`src/rtl/decoder_3to8_buf.sv`:
```
// decoder_3to8_buf: buffered 3:8 one-hot decoder.
//
// Codes are accepted through a valid/ready input handshake, held in a 2-entry
// FIFO and delivered MSB-first decoded (code 0 -> 8'h80 ... code 7 -> 8'h01)
// through a valid/ready output handshake. A free-running counter tallies every
// word delivered to the sink.
//
// Ports:
//   clk        in   rising-edge clock
//   rst_n      in   asynchronous active-low reset
//   in_valid   in   in_code is presented
//   in_code    in   [2:0] binary code to decode
//   in_ready   out  a code is accepted this cycle (FIFO not full)
//   out_valid  out  out_onehot holds a decoded word
//   out_onehot out  [7:0] decoded word, 8'h00 when out_valid is low
//   out_ready  in   sink consumes the word this cycle
//   occ        out  [1:0] FIFO occupancy, 0..2
//   dec_count  out  [CNT_W-1:0] words delivered, wraps modulo 2^CNT_W
module decoder_3to8_buf #(
  parameter int unsigned CNT_W = 8
) (
  input  logic             clk,
  input  logic             rst_n,
  input  logic             in_valid,
  input  logic [2:0]       in_code,
  output logic             in_ready,
  output logic             out_valid,
  output logic [7:0]       out_onehot,
  input  logic             out_ready,
  output logic [1:0]       occ,
  output logic [CNT_W-1:0] dec_count
);

  // The FIFO is a head/tail register pair: head_q is the word on the output,
  // tail_q is only meaningful when occ_q == 2.
  logic [1:0]       occ_q, occ_d;
  logic [2:0]       head_q, head_d;
  logic [2:0]       tail_q, tail_d;
  logic [CNT_W-1:0] cnt_q, cnt_d;

  logic push, pop;

  // Handshake outputs come from registered state only, so in_ready never
  // depends on out_ready; a pop from full frees a slot on the next cycle.
  assign in_ready  = (occ_q != 2'd2);
  assign out_valid = (occ_q != 2'd0);

  assign push = in_valid && in_ready;
  assign pop  = out_valid && out_ready;

  always_comb begin
    occ_d  = occ_q;
    head_d = head_q;
    tail_d = tail_q;
    cnt_d  = cnt_q;

    case (occ_q)
      2'd0: begin
        // Nothing to pop yet; a push lands straight in the head.
        if (push) begin
          head_d = in_code;
          occ_d  = 2'd1;
        end
      end
      2'd1: begin
        if (push && pop) begin
          head_d = in_code;
        end else if (push) begin
          tail_d = in_code;
          occ_d  = 2'd2;
        end else if (pop) begin
          occ_d  = 2'd0;
        end
      end
      2'd2: begin
        // Full: pushes are refused by in_ready, only a pop can happen.
        if (pop) begin
          head_d = tail_q;
          occ_d  = 2'd1;
        end
      end
      default: begin
        occ_d = 2'd0;
      end
    endcase

    if (pop) begin
      cnt_d = cnt_q + CNT_W'(1);
    end
  end

  always_ff @(posedge clk or negedge rst_n) begin
    if (!rst_n) begin
      occ_q  <= 2'd0;
      head_q <= 3'd0;
      tail_q <= 3'd0;
      cnt_q  <= '0;
    end else begin
      occ_q  <= occ_d;
      head_q <= head_d;
      tail_q <= tail_d;
      cnt_q  <= cnt_d;
    end
  end

  // MSB-first decode: code 0 sets bit 7, code 7 sets bit 0.
  always_comb begin
    out_onehot = 8'h00;
    if (out_valid) begin
      out_onehot = 8'h80 >> head_q;
    end
  end

  assign occ       = occ_q;
  assign dec_count = cnt_q;

endmodule

```
`config.mk`:
```
export PLATFORM = sky130hd
export DESIGN_NAME = decoder_3to8_buf
export DESIGN_NICKNAME = d
export VERILOG_FILES = /design/src/rtl/decoder_3to8_buf.sv
export SDC_FILE = /design/constraint.sdc
export NUM_CORES = 1
export LEC_CHECK = 0
export ABC_AREA = 1
export CAP_MARGIN = 20
export CORE_UTILIZATION = 47
export CTS_BUF_LIST = sky130_fd_sc_hd__clkbuf_2 sky130_fd_sc_hd__clkbuf_4 sky130_fd_sc_hd__clkbuf_8
export CTS_CLUSTER_SIZE = 40
export DETAILED_ROUTE_END_ITERATION = 12
export PLACE_DENSITY = 0.81
export SETUP_SLACK_MARGIN = 0.2
export SYNTH_ARGS = -nofsm -noshare
export SYNTH_HDL_FRONTEND = slang
export SYNTH_SLANG_ARGS = --single-unit
export TNS_END_PERCENT = 30
```
`constraint.sdc`:
```
create_clock -name clk -period 1.2 [get_ports clk]
set_input_delay 0.24 -clock clk [delete_from_list [all_inputs] [get_ports clk]]
set_output_delay 0.24 -clock clk [all_outputs]
set_load 0.005 [all_outputs]
```
==> flow_results.xml <==
<?xml version="1.0" encoding="UTF-8"?>
<metrics>
  <group name="power_and_ir_drop">
    <metric name="power.density" unit="nW/um2">2300</metric>
    <metric name="p_leak" unit="uW">0.000745</metric>
    <metric name="irDropWorstVdd" unit="mV">1.56</metric>
  </group>
  <group name="synth">
    <metric name="syn_nets" unit="">124</metric>
    <metric name="synth_seq_area_share" unit="%">46.3</metric>
    <metric name="syn_area_per_cell" unit="um2">7.45</metric>
    <metric name="yosys.area.top_type" unit="">sky130_fd_sc_hd__dfrtp_1</metric>
    <metric name="post_synthesis_cell_area" unit="um2">865</metric>
    <metric name="ys_top_cells_by_area" unit="">sky130_fd_sc_hd__dfrtp_1 (46%), sky130_fd_sc_hd__nand2_1 (16%), sky130_fd_sc_hd__nor2_1 (6.5%)</metric>
    <metric name="number_of_warnings_issued_by_yosys" unit="">0</metric>
    <metric name="synth_top_area_share" unit="%">46.3</metric>
    <metric name="yosys_register_bits" unit="">16</metric>
    <metric name="syn_inst" unit="">116</metric>
    <metric name="yosysUniqueCellTypes" unit="">18</metric>
  </group>
  <group name="sta">
    <metric name="rsz0062_at_grt" unit="">yes</metric>
    <metric name="final_hold_viols" unit="">0</metric>
    <metric name="clock.fmax" unit="MHz">662</metric>
    <metric name="timing.max_slew.rel_slack" unit="%">85.4</metric>
    <metric name="post-route-period-util" unit="%">126</metric>
    <metric name="final.setup_skew" unit="ns">0.00645</metric>
    <metric name="layout_setup_ws" unit="ns">-0.310</metric>
    <metric name="slew_viol_final" unit="">0</metric>
    <metric name="period_minus_slack" unit="ns">1.51</metric>
    <metric name="max_slew.worst_pin.slew" unit="ns">0.218</metric>
    <metric name="finalSetupViolations" unit="">18</metric>
  </group>
  <group name="drt">
    <metric name="detail_route.first_pass.iterations" unit="">4</metric>
    <metric name="drtAntennaViolNets" unit="">0</metric>
    <metric name="route.detailed.vias_per_inst" unit="">4.87</metric>
    <metric name="detailed_route_iter0_violations" unit="">26</metric>
    <metric name="drc_violations" unit="">0</metric>
    <metric name="num_vias" unit="">960</metric>
    <metric name="drt-wirelength-per-cell" unit="um">12.4</metric>
    <metric name="detail_route.wirelength" unit="um">2440</metric>
  </group>
  <group name="global_routing">
    <metric name="use_met2" unit="%">45.0</metric>
    <metric name="antenna_found_initial" unit="">0</metric>
    <metric name="global_route_wire_length_before_repair" unit="um">3730</metric>
    <metric name="grt.overflow.total" unit="">0</metric>
    <metric name="grtUsageTotal" unit="%">26.1</metric>
    <metric name="grt_max_degree" unit="">17</metric>
    <metric name="grt_busiest_layer" unit="">met2</metric>
    <metric name="grt_use_met1" unit="%">33.2</metric>
    <metric name="vias_in_the_first_global_route" unit="">871</metric>
    <metric name="groute.layer.met3.usage" unit="%">4.00</metric>
  </group>
  <group name="worst_hold_path">
    <metric name="hold_path_class" unit="">input pin to async pin</metric>
  </group>
  <group name="finish">
    <metric name="final-instance-count-excl-fill" unit="">197</metric>
    <metric name="layout_commonest_cell" unit="">sky130_fd_sc_hd__nand2_1</metric>
    <metric name="syn_to_final_growth" unit="%">63.4</metric>
    <metric name="fin_util" unit="%">81.8</metric>
    <metric name="num-nets-final" unit="">181</metric>
    <metric name="mostFrequentLayoutCells" unit="">sky130_fd_sc_hd__nand2_1 (36), sky130_fd_sc_hd__buf_2 (18), sky130_fd_sc_hd__buf_4 (18), sky130_fd_sc_hd__dfrtp_1 (15)</metric>
    <metric name="drive_above_1_share" unit="%">41.9</metric>
    <metric name="num_antenna_cells" unit="">0</metric>
    <metric name="layout.filler_cells" unit="">101</metric>
  </group>
  <group name="place">
    <metric name="port_buffers" unit="">26</metric>
    <metric name="routability_driven_placement_congestion_ratio" unit="">0.766</metric>
    <metric name="dp_hpwl" unit="um">1540</metric>
    <metric name="place_worst_setup_slack" unit="ns">-0.358</metric>
    <metric name="placed_cells_incl_taps" unit="">183</metric>
  </group>
  <group name="setup_path">
    <metric name="worst-setup-path-type" unit="">register to output pin</metric>
    <metric name="path_max_fanout" unit="">4</metric>
    <metric name="r2r-end" unit="">head_q[1]</metric>
    <metric name="start_kind" unit="">register</metric>
    <metric name="worst_reg_to_reg_cells" unit="">9</metric>
    <metric name="data_required_time_at_the_worst_endpoint" unit="ns">0.96</metric>
    <metric name="worstPathArrival" unit="ns">1.27</metric>
    <metric name="timing.reg2reg.setup_slack" unit="ns">-0.13</metric>
    <metric name="endpoint_kind" unit="">output pin</metric>
    <metric name="timing.rr.start" unit="">occ[1]</metric>
  </group>
  <group name="clocking">
    <metric name="cts.sinks" unit="">16</metric>
    <metric name="h_tree_depth" unit="">1</metric>
    <metric name="tritoncts_clock_tree" unit="">built</metric>
    <metric name="cts_buffer_depth" unit="">2</metric>
    <metric name="cts_root_buffer" unit="">sky130_fd_sc_hd__clkbuf_4</metric>
    <metric name="clkTransAtPathRegs" unit="ns">0.10</metric>
    <metric name="numCtsBuffers" unit="">3</metric>
    <metric name="worst_skew_pair.late_latency" unit="ns">0.29</metric>
  </group>
  <group name="floorplan">
    <metric name="floorplan.core_area" unit="um2">1730</metric>
    <metric name="io_pins" unit="">27</metric>
    <metric name="initial_utilization" unit="%">50.1</metric>
    <metric name="die_area" unit="um2">2020</metric>
    <metric name="floorplan.die.width" unit="um">44.9</metric>
    <metric name="core.rowCount" unit="">15</metric>
    <metric name="die_height" unit="um">44.9</metric>
  </group>
  <group name="job">
    <metric name="drv.max_cap_violation_count" unit="">0</metric>
  </group>
  <group name="run_status">
    <metric name="status" unit="">finished, violations left</metric>
    <metric name="failed_checks" unit="">negative setup slack</metric>
  </group>
</metrics>
==> area by class of cell <==
cell class | instances | area (um2) | area share, %
Inverter | 15 | 58.8 | 4.16
Timing Repair Buffer | 52 | 398 | 28.2
Tap cell | 25 | 31.3 | 2.21
Multi-Input combinational cell | 85 | 487 | 34.5
Clock buffer | 4 | 36.3 | 2.57
Sequential cell | 16 | 402 | 28.4
==> worst max-delay path by stage <==
stage	startpoint	to	slack, ns	cells after the start
floorplan	occ[1]	out_onehot[4]	0.11	3
CTS	occ[0]	out_onehot[6]	-0.31	5
finish	occ[1]	out_onehot[5]	-0.31	5
global placement	occ[0]	out_onehot[6]	-0.32	4
global route	occ[1]	out_onehot[5]	-0.36	5
detailed placement	occ[0]	out_onehot[4]	-0.36	4
==> layer usage <==
metal / wire length (um) / vias up
met5: 0 / -
met3: 148 / 2
met2: 1250 / 40
met1: 1020 / 444
met4: 12 / 0
li1: - / 474
==> cells in the mapped netlist <==
cell type / number
sky130_fd_sc_hd__nand4_1: 4
sky130_fd_sc_hd__a21oi_1: 2
sky130_fd_sc_hd__or2_1: 1
sky130_fd_sc_hd__nand3_1: 5
sky130_fd_sc_hd__inv_1: 11
sky130_fd_sc_hd__nor2_4: 2
sky130_fd_sc_hd__inv_2: 4
sky130_fd_sc_hd__nor2_1: 15
sky130_fd_sc_hd__o21ai_2: 1
sky130_fd_sc_hd__nand2_2: 4
sky130_fd_sc_hd__dfrtp_1: 16
sky130_fd_sc_hd__xor2_1: 2
sky130_fd_sc_hd__nand2_1: 37
sky130_fd_sc_hd__xnor2_1: 1
sky130_fd_sc_hd__o21ai_1: 4
sky130_fd_sc_hd__ha_1: 1
sky130_fd_sc_hd__nor2_2: 1
sky130_fd_sc_hd__o21ai_0: 5
==> state kept, by name, summed over array words and instances (netlist names) <==
| register | cells |
|---|---|
| head_q | 3 |
| tail_q | 3 |
| dec_count | 8 |
| occ | 2 |
==> metrics by stage <==
stage	total power, uW	cell area, um2	hold WS (ns)	TNS (ns)
2_1_floorplan	1610	871	-0.0556	0
3_3_place_gp	2440	1280	0.469	-4.71
3_5_place_dp	2500	1280	0.481	-5.20
4_1_cts	3060	1360	0.267	-3.41
5_1_grt	3470	1410	0.273	-4.72
6_report	3250	1410	0.265	-3.45
==> cells by family (layout without fill, tap and decap cells) <==
| logic type | Yosys count | in the layout | synth area share (%) |
|---|---|---|---|
| flip-flops | 16 | 16 | 46.3 |
| adder cells (fa/ha/maj) | 1 | 1 | 1.45 |
| AND/OR/NAND/NOR | 69 | 69 | 35.3 |
| XOR/XNOR | 3 | 3 | 3.04 |
| buffers and inverters | 15 | 71 | 6.51 |
| AO/OA/AOI/OAI | 12 | 12 | 7.38 |
==> power by group <==
| part | total, uW | internal (uW) | switching [uW] |
|---|---|---|---|
| Combinational | 1980 | 1000 | 972 |
| Sequential | 910 | 753 | 157 |
| Clock | 359 | 185 | 174 |
| Total | 3250 | 1940 | 1300 |
==> worst max-delay path, stage by stage, from the launching register on <==
cell	delay (ns)
sky130_fd_sc_hd__dfrtp_2	0.39
sky130_fd_sc_hd__buf_6	0.10
sky130_fd_sc_hd__nor2_4	0.03
sky130_fd_sc_hd__or2_4	0.24
sky130_fd_sc_hd__nor2_1	0.10
sky130_fd_sc_hd__buf_2	0.11
==> repair_timing <==
action,4_1_cts,5_1_grt
hold buffers,0,0
pin swaps,8,7
resized for setup,93,13
setup buffers,9,1
endpoints found under the setup margin,36,36
cloned,0,0
Power figures use the tool's default switching activity.
